`config.mk`:
```
export PLATFORM = sky130hd
export DESIGN_NAME = fir_ch_scheduler
export DESIGN_NICKNAME = d
export VERILOG_FILES = /design/src/rtl/fir_sched_pkg.sv /design/src/rtl/fir_ch_scheduler_rr_arbiter.sv /design/src/rtl/fir_ch_scheduler.sv
export SDC_FILE = /design/constraint.sdc
export NUM_CORES = 1
export LEC_CHECK = 0
export CORE_ASPECT_RATIO = 1.5
export CORE_UTILIZATION = 38
export DETAILED_ROUTE_END_ITERATION = 10
export GPL_TIMING_DRIVEN = 0
export PLACE_DENSITY = 0.84
export SYNTH_ARGS = -nofsm -noshare
export SYNTH_HDL_FRONTEND = slang
export SYNTH_SLANG_ARGS = --single-unit
```
`constraint.sdc`:
```
create_clock -name i_clk -period 5.4 [get_ports i_clk]
set_clock_uncertainty 0.1 [all_clocks]
set_input_delay 0.54 -clock i_clk [delete_from_list [all_inputs] [get_ports i_clk]]
set_output_delay 0.54 -clock i_clk [all_outputs]
set_load 0.01 [all_outputs]
```
`src/rtl/fir_sched_pkg.sv`:
```
// Shared types and sizing helpers for the FIR channel scheduler.
// Imported by the scheduler top and its arbiter.
package fir_sched_pkg;

  typedef enum logic [1:0] {
    IDLE    = 2'd0,
    LOAD    = 2'd1,
    RUN     = 2'd2,
    CAPTURE = 2'd3
  } state_e;

  localparam int NUM_CH_DEF    = 4;
  localparam int CH_W          = $clog2(NUM_CH_DEF);
  localparam int FRAME_CYC_DEF = 16;

  function automatic int cnt_w(input int n);
    return (n > 1) ? $clog2(n) : 1;
  endfunction

endpackage

```
`src/rtl/fir_ch_scheduler_rr_arbiter.sv`:
```
// Combinational round-robin arbiter: searches upward from ptr+1 with wrap.
// Returns a one-hot grant, its index and an any-grant flag.
module rr_arbiter
  import fir_sched_pkg::*;
#(
  parameter  int N = 4,
  localparam int W = cnt_w(N)
) (
  input  logic [N-1:0] i_req,
  input  logic [W-1:0] i_ptr,
  output logic [N-1:0] o_gnt,
  output logic [W-1:0] o_idx,
  output logic         o_any
);

  int           j;
  logic [W-1:0] jw;

  always_comb begin
    o_gnt = '0;
    o_idx = '0;
    o_any = 1'b0;
    j     = 0;
    jw    = '0;
    for (int i = 1; i <= N; i++) begin
      j = int'(i_ptr) + i;
      if (j >= N) j = j - N;
      jw = W'(j);
      if (!o_any && i_req[jw]) begin
        o_any     = 1'b1;
        o_gnt[jw] = 1'b1;
        o_idx     = jw;
      end
    end
  end

endmodule

```
`src/rtl/fir_ch_scheduler.sv`:
```
// Shares one serial FIR core among NUM_CH channels: arbitrate, load,
// run a fixed frame, then park the result in a one-entry output buffer.
module fir_ch_scheduler
  import fir_sched_pkg::*;
#(
  parameter  int NUM_CH    = NUM_CH_DEF,
  parameter  int DATA_W    = 18,
  parameter  int FRAME_CYC = FRAME_CYC_DEF,
  localparam int CW        = cnt_w(NUM_CH),
  localparam int KW        = cnt_w(FRAME_CYC)
) (
  input  logic                     i_clk,
  input  logic                     i_rst,
  input  logic                     i_enable,
  input  logic [NUM_CH-1:0]        i_ch_valid,
  input  logic [NUM_CH*DATA_W-1:0] i_ch_data,
  output logic [NUM_CH-1:0]        o_ch_ready,
  output logic                     o_flt_load,
  output logic [DATA_W-1:0]        o_flt_data,
  output logic [CW-1:0]            o_flt_ctx,
  output logic                     o_flt_run,
  input  logic [DATA_W-1:0]        i_flt_result,
  output logic                     o_res_valid,
  output logic [DATA_W-1:0]        o_res_data,
  output logic [CW-1:0]            o_res_ch,
  input  logic                     i_res_ready,
  output logic                     o_busy
);

  localparam logic [KW-1:0] CNT_LAST = KW'(FRAME_CYC - 1);

  state_e            state_q, state_d;
  logic [KW-1:0]     cnt_q, cnt_d;
  logic [CW-1:0]     ptr_q, ptr_d;
  logic [CW-1:0]     ctx_q, ctx_d;
  logic [CW-1:0]     rch_q, rch_d;
  logic [DATA_W-1:0] fdat_q, fdat_d;
  logic [DATA_W-1:0] rdat_q, rdat_d;
  logic              rval_q, rval_d;
  logic              load_q, load_d;
  logic              run_q, run_d;
  logic              busy_q, busy_d;

  logic [NUM_CH-1:0] gnt;
  logic [CW-1:0]     gnt_idx;
  logic              gnt_any;
  logic              grant_ok;

  rr_arbiter #(.N(NUM_CH)) u_arb (
    .i_req (i_ch_valid),
    .i_ptr (ptr_q),
    .o_gnt (gnt),
    .o_idx (gnt_idx),
    .o_any (gnt_any)
  );

  // The buffer may be drained and re-granted in the same cycle.
  assign grant_ok = !i_rst && (state_q == IDLE) && i_enable
                 && (!rval_q || i_res_ready);
  assign o_ch_ready = grant_ok ? gnt : '0;

  always_comb begin
    state_d = state_q;
    cnt_d   = cnt_q;
    ptr_d   = ptr_q;
    ctx_d   = ctx_q;
    fdat_d  = fdat_q;
    rch_d   = rch_q;
    rdat_d  = rdat_q;
    rval_d  = rval_q;
    if (rval_q && i_res_ready) rval_d = 1'b0;
    unique case (state_q)
      IDLE: begin
        if (grant_ok && gnt_any) begin
          fdat_d  = i_ch_data[int'(gnt_idx)*DATA_W +: DATA_W];
          ctx_d   = gnt_idx;
          ptr_d   = gnt_idx;
          state_d = LOAD;
        end
      end
      LOAD: begin
        cnt_d   = '0;
        state_d = RUN;
      end
      RUN: begin
        if (cnt_q == CNT_LAST) begin
          cnt_d   = '0;
          rdat_d  = i_flt_result;
          rch_d   = ctx_q;
          rval_d  = 1'b1;
          state_d = CAPTURE;
        end else begin
          cnt_d = cnt_q + 1'b1;
        end
      end
      CAPTURE: state_d = IDLE;
      default: state_d = IDLE;
    endcase
    load_d = (state_d == LOAD);
    run_d  = (state_d == RUN);
    busy_d = (state_d != IDLE);
  end

  always_ff @(posedge i_clk) begin
    if (i_rst) begin
      state_q <= IDLE;
      cnt_q   <= '0;
      ptr_q   <= CW'(NUM_CH - 1);
      ctx_q   <= '0;
      fdat_q  <= '0;
      rch_q   <= '0;
      rdat_q  <= '0;
      rval_q  <= 1'b0;
      load_q  <= 1'b0;
      run_q   <= 1'b0;
      busy_q  <= 1'b0;
    end else begin
      state_q <= state_d;
      cnt_q   <= cnt_d;
      ptr_q   <= ptr_d;
      ctx_q   <= ctx_d;
      fdat_q  <= fdat_d;
      rch_q   <= rch_d;
      rdat_q  <= rdat_d;
      rval_q  <= rval_d;
      load_q  <= load_d;
      run_q   <= run_d;
      busy_q  <= busy_d;
    end
  end

  assign o_flt_load  = load_q;
  assign o_flt_run   = run_q;
  assign o_flt_data  = fdat_q;
  assign o_flt_ctx   = ctx_q;
  assign o_res_valid = rval_q;
  assign o_res_data  = rdat_q;
  assign o_res_ch    = rch_q;
  assign o_busy      = busy_q;

endmodule

```
# Word level (Yosys, flattened, before mapping)
# Cells that the tools add are included.
[word_totals]
regBits = 52
output_inout_bits = 48
wordCells = 107
[op_classes]
add_sub_neg = 9
mul = 1
magnitude_cmp = 12
eq_ne = 6
n_shift = 1
mux = 41
bitwise = 3
n_reduce_logical = 23
[op_table]
columns = ["cell", "count"]
rows = [
  ["$shiftx 72x8->18", 1],
  ["$mux 4", 6],
  ["$mux 2", 10],
  ["$mux 1", 15],
  ["$logic_and 1x1->1", 12],
  ["$lt 2x3->1 const B", 4],
  ["$or 4x4->4", 3],
  ["$ge 3x3->1 const B", 3],
  ["$bmux 1 s2", 4],
  ["$demux 1 s2", 4],
  ["$ge 2x1->1 const B", 4],
  ["$pmux 2 s4", 1],
  ["$pmux 4 s2", 1],
  ["$sub 2x1->2 const B", 4],
  ["$add 2x2->3 const B", 2],
  ["$eq 2x2->1 const B", 3],
  ["$mul 2x4->6 const B", 1],
  ["$logic_not 1->1", 5],
  ["$add 2x3->4 const B", 1],
  ["$add 4x1->4 const B", 1],
  ["$eq 2x1->1 const B", 2],
  ["$eq 4x4->1 const B", 1],
  ["$ge 4x3->1 const B", 1],
  ["$reduce_and 2->1", 2],
  ["4 further kinds", 5],
]

# Longest topological paths before layout
# Gate-level depths: netlist (run 1).
[logic_depth]
ltp_word = 19
depth_mapped = 13
mapped_depth_nobuf = 8

# Hierarchy
# A second synthesis (run 1) with hierarchy kept.
[hier_totals]
hier_cells = 336
hier_area_um2 = 3094.2
[modules_own_cells]
columns = ["mod", "n_inst", "cells_per_inst", "area_each_um2", "seq_area_each_um2"]
rows = [
  ["fir_ch_scheduler", 1, 268, 2568.7, 1041.0],
  ["rr_arbiter", 1, 68, 525.5, 0.0],
]

# Worst setup path after synthesis (run 1)
# Ideal clock, no wire load.
[synth_path]
path_kind = "reg-to-output"
from = "reg ptr_q[0]"
to = "out o_ch_ready[0]"
t_arrival_ps = 2813
required_ps = 4760
setup_slack_ps = 1947
path_stages_with_launch = 11
path_cell_list = "dfxtp_1 > buf_6 > clkbuf_1 > clkbuf_1 > inv_1 > ha_1 > mux4_2 > buf_2 > nor3b_1 > a221oi_1 > nor2_1"
[synth_via]
elab_chain_cells = 16
[synth_lines]
columns = ["item", "line_no", "text"]
rows = [
  ["from (decl)", "fir_ch_scheduler.sv:34", "logic [CW-1:0] ptr_q, ptr_d;"],
  ["from (signal assigned)", "fir_ch_scheduler.sv:108", "ptr_q <= CW'(NUM_CH - 1);"],
  ["from (signal assigned)", "fir_ch_scheduler.sv:120", "ptr_q <= ptr_d;"],
  ["branches (longest 14 deep; another with $add 2x1->3)", "n/a", ""],
  ["$mux 4 *", "fir_ch_scheduler_rr_arbiter.sv:29", "if (!o_any && i_req[jw]) begin"],
  ["$mux 4 *", "fir_ch_scheduler.sv:60", "assign o_ch_ready = grant_ok ? gnt : '0;"],
  ["to (decl)", "fir_ch_scheduler.sv:17", "output logic [NUM_CH-1:0] o_ch_ready,"],
]
# Mark *: on every way between the ends. The select of a mux whose other input is x is not followed.

# Worst setup path after layout (run 1)
[layout_path]
from = "reg ptr_q[0]"
to = "out o_ch_ready[1]"
# The elaborated chain is that of the path after synthesis.

==> results.sh, run 1 <==
export IMPL_status="complete, no violations"
export IMPL_required_ns=4.76
export IMPL_dp_cells=681
export IMPL_synthFlopType="dfxtp_1"
export IMPL_seq_area_frac_synth_pct=29.9
export IMPL_hold_path_class="reg -> reg"
export IMPL_max_freq_mhz=210
export IMPL_core_sq_mm=0.00888
export IMPL_async_flop_share_pct=0
export IMPL_grt_pass1_vias=3758
export IMPL_worst_slew_pin_slew_ns=0.566
export IMPL_drt_pass1_iterations=4
export IMPL_rsz0062_at_grt="no"
export IMPL_yosysWarnings=0
export IMPL_start_kind="register"
export IMPL_die_x_um=80.2
export IMPL_min_period_ns=4.76
export IMPL_antenna_left=0
export IMPL_fin_cells=689
export IMPL_place_congestion=0.873
export IMPL_cts_sinks=52
export IMPL_numPortBuffers=143
export IMPL_final_cell_mix="clkdlybuf4s50_1 (143), nand2_1 (64), nor2_1 (52), dfxtp_1 (52), a21oi_1 (28)"
export IMPL_insertedDiodeCount=0
export IMPL_grt_ovfl_total=0
export IMPL_boundaryPins=146
export IMPL_cts_root_buf="clkbuf_16"
export IMPL_routedWlPerCell_um=16.1
export IMPL_vias_per_cell=5.57
export IMPL_area_growth_pct=49.4
export IMPL_n_fill_cell=810
export IMPL_worstPathArrival_ns=4.12
export IMPL_path_buf_inv=5
export IMPL_syn_area_sq_mm=0.00348
export IMPL_drt_initial_drc_count=198
export IMPL_num_rows=42
export IMPL_setup_viol=0
export IMPL_grt_pass1_wl_mm=17.4
export IMPL_cts_max_level=2
export IMPL_layout_drive_gt1_share_pct=8.81
export IMPL_path_common_cell="clkbuf_1"
export IMPL_cp_max_fo=10
export IMPL_syn_avg_cell_area_sq_um=8.14
export IMPL_max_stage_delay_ns=0.54
export IMPL_cts_resized=0
export IMPL_fin_area_sq_mm=0.00520
export IMPL_finalSetupTns_ns=0
export IMPL_hold_slack_ns=0.355
export IMPL_worst_path_max_delay_cell="clkdlybuf4s50_1"
export IMPL_track_usage_pct=23.1
export IMPL_drv_cap=0
export IMPL_crit_family="buffers and inverters"
export IMPL_layout_commonest_cell="clkdlybuf4s50_1"
export IMPL_grt_max_degree=19
export IMPL_synthDistinctLibCells=46
export IMPL_initial_utilization_pct=39.2
export IMPL_path_cells="buf_6 -> clkbuf_1 -> clkbuf_1 -> inv_1 -> ha_1 -> mux4_2 -> nor2b_1 -> nor3b_1 -> a221oi_1 -> nor2_1 -> clkdlybuf4s50_1"
export IMPL_dp_hpwl_mm=8.63
export IMPL_critPathCaptureType="output port"
export IMPL_clk_latency_ns=0.29
export IMPL_dpl_worst_slack_ns=0.957
export IMPL_final_hold_viol_count=0
export IMPL_clockBufferDepth=2
export IMPL_setup_slack_ns=0.639
export IMPL_final_nets=688
export IMPL_ys_seq_elements=52
export IMPL_antenna_found_initial=0
export IMPL_powerDensity_mw_per_mm2=461
export IMPL_synth_edf_count=0
export IMPL_syn_nets=538
export IMPL_p_leak_nw=1.83
export IMPL_slew_violations=0
export IMPL_wl_mm=11.1
export IMPL_cts_hold_buf=0
export IMPL_timing_final_crit_share_pct=88.2
export IMPL_criticalPathCategory="reg -> out"
export IMPL_vdd_drop_max_mv=0.244
export IMPL_syn_inst=428
export IMPL_max_slew_margin_rel_pct=62.3
export IMPL_chipHeight_um=119
export IMPL_placed_area_sq_mm=0.00505
export IMPL_vias=3841
export IMPL_cts_tree="done"
export IMPL_cts_made_buffers=5
export IMPL_die_area_sq_mm=0.00956
export IMPL_path_clk_slew_ns=0.08
export IMPL_drcViolationCount=0
export IMPL_post_cts_setup_buffers=0
-- worst reg2reg max path: stages (launching register included) --
cell       delay [ns]
dfxtp_1          0.44
buf_6            0.19
clkbuf_1         0.34
clkbuf_1         0.41
inv_1            0.21
ha_1             0.45
mux4_2           0.35
nor2b_1          0.22
o2111ai_2        0.30
nand2_1          0.37
buf_2            0.30
o22ai_1          0.13
o211ai_1         0.19
-- cell usage after synthesis, drive strengths merged, types with 4 or more instances --
master   count  area share (%)
a21oi       28             4.0
a221oi       4             1.0
a22oi        5             1.1
buf         12             2.9
clkbuf      22             2.4
dfxtp       52              30
ha          12             4.3
inv          7            0.75
mux2        17             5.5
mux2i       19             5.5
mux4         4             2.6
nand2       64             6.9
nand2b       4            0.72
nand3b      18             3.9
nor2        54             6.1
o2111ai     18             4.7
o211ai      19             4.1
o21ai       21             3.0
o22ai       18             3.2
or3b         4             1.0
-- through the flow --
step / power, W / util (%)
CTS: 0.00240 / 58.6
detailed placement: 0.00207 / 56.9
floorplan: 0.00160 / -
global route: 0.00256 / 58.6
global placement: 0.00202 / 56.9
finish: 0.00240 / 58.6
-- final cells by class --
type / instances / area (sq um) / area share (%)
flip-flops and latches: 52 / 1040 / 20.0
inverters: 7 / 26.3 / 0.505
well taps: 110 / 138 / 2.64
repair buffers: 143 / 1430 / 27.5
clock inverters: 3 / 27.5 / 0.529
multi-input cells: 335 / 2230 / 42.9
plain buffers: 34 / 185 / 3.56
clock buffers: 5 / 125 / 2.40
-- sequential cells by signal, indices dropped and copies added (netlist names), 2 cells and up --
register and cells:
cnt_q 4, o_flt_ctx 2, o_flt_data 18, o_res_ch 2, o_res_data 18, ptr_q 2, state_q 2
-- logic make-up (layout without fill, tap and decap cells) --
logic type / Yosys count / count (layout) / synth area share, %
buffers and inverters: 41 / 192 / 6.07
muxes: 40 / 40 / 13.5
DFF: 52 / 52 / 29.9
AOI/OAI and AO/OA: 121 / 121 / 23.3
and+or+nand+nor: 162 / 162 / 22.9
adders and majority gates: 12 / 12 / 4.31
-- where the power goes --
group,leakage (nW),total (W),switching (W),internal (W)
sequential,0.424,0.000496,0.0000454,0.000451
combinational,1.34,0.00157,0.000870,0.000702
clock,0.0719,0.000330,0.000154,0.000176
-- layer usage --
metal  global-route usage (%)  wire length, um
met1                     24.0             4100
met2                     44.5             6050
met3                     3.14              638
met4                     9.60              301
met5                        0                0
-- final timing paths --
kind	slack, ns	cells after the start	endpoint	startpoint
setup reg to reg	1.34	12	o_flt_data[11]	ptr_q[0]
hold / removal	0.35	2	o_res_data[4]	o_res_data[4]
hold reg to reg	0.35	2	o_res_data[4]	o_res_data[4]
setup / recovery	0.64	11	o_ch_ready[1]	ptr_q[0]
Power figures use the tool's default switching activity.
==> run 2, diff against run 1 <==
--- a/config.mk
+++ b/config.mk
@@ -7,6 +7,7 @@
 export LEC_CHECK = 0
 export CORE_ASPECT_RATIO = 1.5
 export CORE_UTILIZATION = 38
+export CTS_BUF_LIST = sky130_fd_sc_hd__clkbuf_16
 export DETAILED_ROUTE_END_ITERATION = 10
 export GPL_TIMING_DRIVEN = 0
 export PLACE_DENSITY = 0.84
==> results of run 2 <==
The final DEF is identical to that of run 1; final timing and power are the same.
==> run 3, diff against run 2 <==
--- a/config.mk
+++ b/config.mk
@@ -6,11 +6,10 @@
 export NUM_CORES = 1
 export LEC_CHECK = 0
 export CORE_ASPECT_RATIO = 1.5
-export CORE_UTILIZATION = 38
+export CORE_UTILIZATION = 40
 export CTS_BUF_LIST = sky130_fd_sc_hd__clkbuf_16
 export DETAILED_ROUTE_END_ITERATION = 10
-export GPL_TIMING_DRIVEN = 0
-export PLACE_DENSITY = 0.84
+export PLACE_DENSITY = 0.87
 export SYNTH_ARGS = -nofsm -noshare
 export SYNTH_HDL_FRONTEND = slang
 export SYNTH_SLANG_ARGS = --single-unit
==> run 3 against run 2 <==
- die area down 4.9%
- register-to-register slack better by 0.34 ns
- critical path depth down 3
- maximum frequency up 14%
- combinational power down 9%
- total power down 4.6%
- critical endpoint unchanged
- largest cell class unchanged
==> results.sh, run 3 (synthesis gave the netlist of run 1 again) <==
export IMPL_critPathCaptureType="output port"
export IMPL_rsz0062_at_grt="no"
export IMPL_dpl_worst_slack_ns=1.61
export IMPL_track_usage_pct=22.4
export IMPL_min_period_ns=4.16
export IMPL_comb_power_share_pct=62.6
export IMPL_worst_path_max_delay_cell="dfxtp_2"
export IMPL_max_freq_mhz=240
export IMPL_finalSetupTns_ns=0
export IMPL_power_switching_share_pct=44.6
export IMPL_pwr_share_clk_pct=14.6
export IMPL_vdd_drop_max_mv=0.308
export IMPL_grt_pass1_wl_mm=16.3
export IMPL_setup_slack_ns=1.24
export IMPL_cts_resized=0
export IMPL_timing_final_crit_share_pct=77.1
export IMPL_max_slew_margin_rel_pct=20.3
export IMPL_boundaryPins=146
export IMPL_slew_violations=0
export IMPL_criticalPathCategory="reg -> out"
export IMPL_required_ns=4.76
export IMPL_die_x_um=78.2
export IMPL_n_fill_cell=733
export IMPL_post_cts_setup_buffers=0
export IMPL_place_congestion=0.819
export IMPL_drt_initial_drc_count=181
export IMPL_insertedDiodeCount=0
export IMPL_wl_mm=10.1
export IMPL_seqPwrFrac_pct=22.8
export IMPL_cp_max_fo=30
export IMPL_drcViolationCount=0
export IMPL_dp_hpwl_mm=7.33
export IMPL_layout_commonest_cell="clkdlybuf4s50_1"
export IMPL_antenna_found_initial=0
export IMPL_setup_viol=0
export IMPL_cts_tree="done"
export IMPL_grt_pass1_vias=3671
export IMPL_grt_max_degree=58
export IMPL_antenna_left=0
export IMPL_max_stage_delay_ns=0.67
export IMPL_area_growth_pct=45.7
export IMPL_grt_ovfl_total=0
export IMPL_worst_slew_pin_slew_ns=1.19
export IMPL_clockBufferDepth=2
export IMPL_path_clk_slew_ns=0.07
export IMPL_numPortBuffers=145
export IMPL_final_hold_viol_count=0
export IMPL_powerDensity_mw_per_mm2=451
export IMPL_final_util_pct=60.3
export IMPL_num_rows=41
export IMPL_cts_made_buffers=5
export IMPL_cts_hold_buf=0
export IMPL_cts_root_buf="clkbuf_16"
export IMPL_internal_power_w=0.00127
export IMPL_clk_latency_ns=0.30
export IMPL_chipHeight_um=116
export IMPL_layout_drive_gt1_share_pct=8.18
export IMPL_vias_per_cell=5.71
export IMPL_fin_total_pwr_w=0.00229
export IMPL_routedWlPerCell_um=15.4
export IMPL_cts_sinks=52
export IMPL_status="complete, no violations"
export IMPL_p_sw_w=0.00102
export IMPL_core_sq_mm=0.00841
export IMPL_path_cells="inv_1 -> ha_1 -> mux4_2 -> nor2b_1 -> nor3b_1 -> a221oi_1 -> nor2_1 -> clkdlybuf4s50_1"
export IMPL_p_leak_nw=1.77
export IMPL_die_area_sq_mm=0.00909
export IMPL_drt_pass1_iterations=5
export IMPL_initial_utilization_pct=41.4
export IMPL_fin_cells=657
export IMPL_final_nets=659
export IMPL_dp_cells=649
export IMPL_cts_max_level=2
export IMPL_hold_path_class="reg -> reg"
export IMPL_vias=3750
export IMPL_worstPathArrival_ns=3.52
export IMPL_final_cell_mix="clkdlybuf4s50_1 (145), nand2_1 (64), nor2_1 (51), dfxtp_1 (51), a21oi_1 (28)"
export IMPL_drv_cap=0
export IMPL_start_kind="register"
run 3: changes by cell type in the layout (fill, tap and decap cells not counted), moves of 2 or more:
cell	delta
clkbuf_1	-22
buf_6	-5
buf_4	+2
buf_2	-4
clkdlybuf4s50_1	+2
run 3: area by class of cell:
cell class | instances | area, sq um | area share [%]
Multi-Input combinational cell | 335 | 2240 | 44.2
Inverter | 7 | 26.3 | 0.518
Clock inverter | 3 | 27.5 | 0.543
Sequential cell | 52 | 1040 | 20.5
Clock buffer | 5 | 125 | 2.47
Tap cell | 107 | 134 | 2.64
Timing Repair Buffer | 148 | 1470 | 29.1
run 3: final timing paths:
path / cells past startpoint / to / from / slack, ns
min reg2reg: 2 / o_res_data[5] / o_res_data[5] / 0.36
min: 2 / o_res_data[5] / o_res_data[5] / 0.36
max: 8 / o_ch_ready[1] / ptr_q[0] / 1.24
max reg2reg: 7 / o_flt_data[1] / ptr_q[0] / 1.68
run 3: stage by stage:
stage                     hold slack, ns  cell area [sq um]
final                              0.360               5070
after global routing               0.379               5070
after CTS                          0.358               5070
after detailed placement           0.348               4920
after global placement             0.342               4920
after floorplan                    0.358               3480
run 3: metal layers:
layer | wire length (um) | global-route usage [%] | up-vias
met4 | 191 | 10.6 | 0
met1 | 3950 | 23.6 | 1752
met5 | 0 | 0 | -
met3 | 641 | 4.30 | 17
li1 | - | - | 1810
met2 | 5360 | 42.5 | 171
run 3: power by group through the flow:
stage	logic (W)	clock network (W)	registers, W
after floorplan	0.00108	0	0.000519
after global placement	0.00138	0	0.000526
after detailed placement	0.00143	0	0.000531
after CTS	0.00143	0.000340	0.000522
after global routing	0.00156	0.000359	0.000535
final	0.00143	0.000335	0.000522
run 3: critical path, delay by kind of cell, from the launching register on:
family	cells	cell delay (ns)
simple gates	3	0.84
buf+inv	2	0.78
mux	1	0.34
flops	1	0.67
compound gates	1	0.15
fa+ha+maj	1	0.45
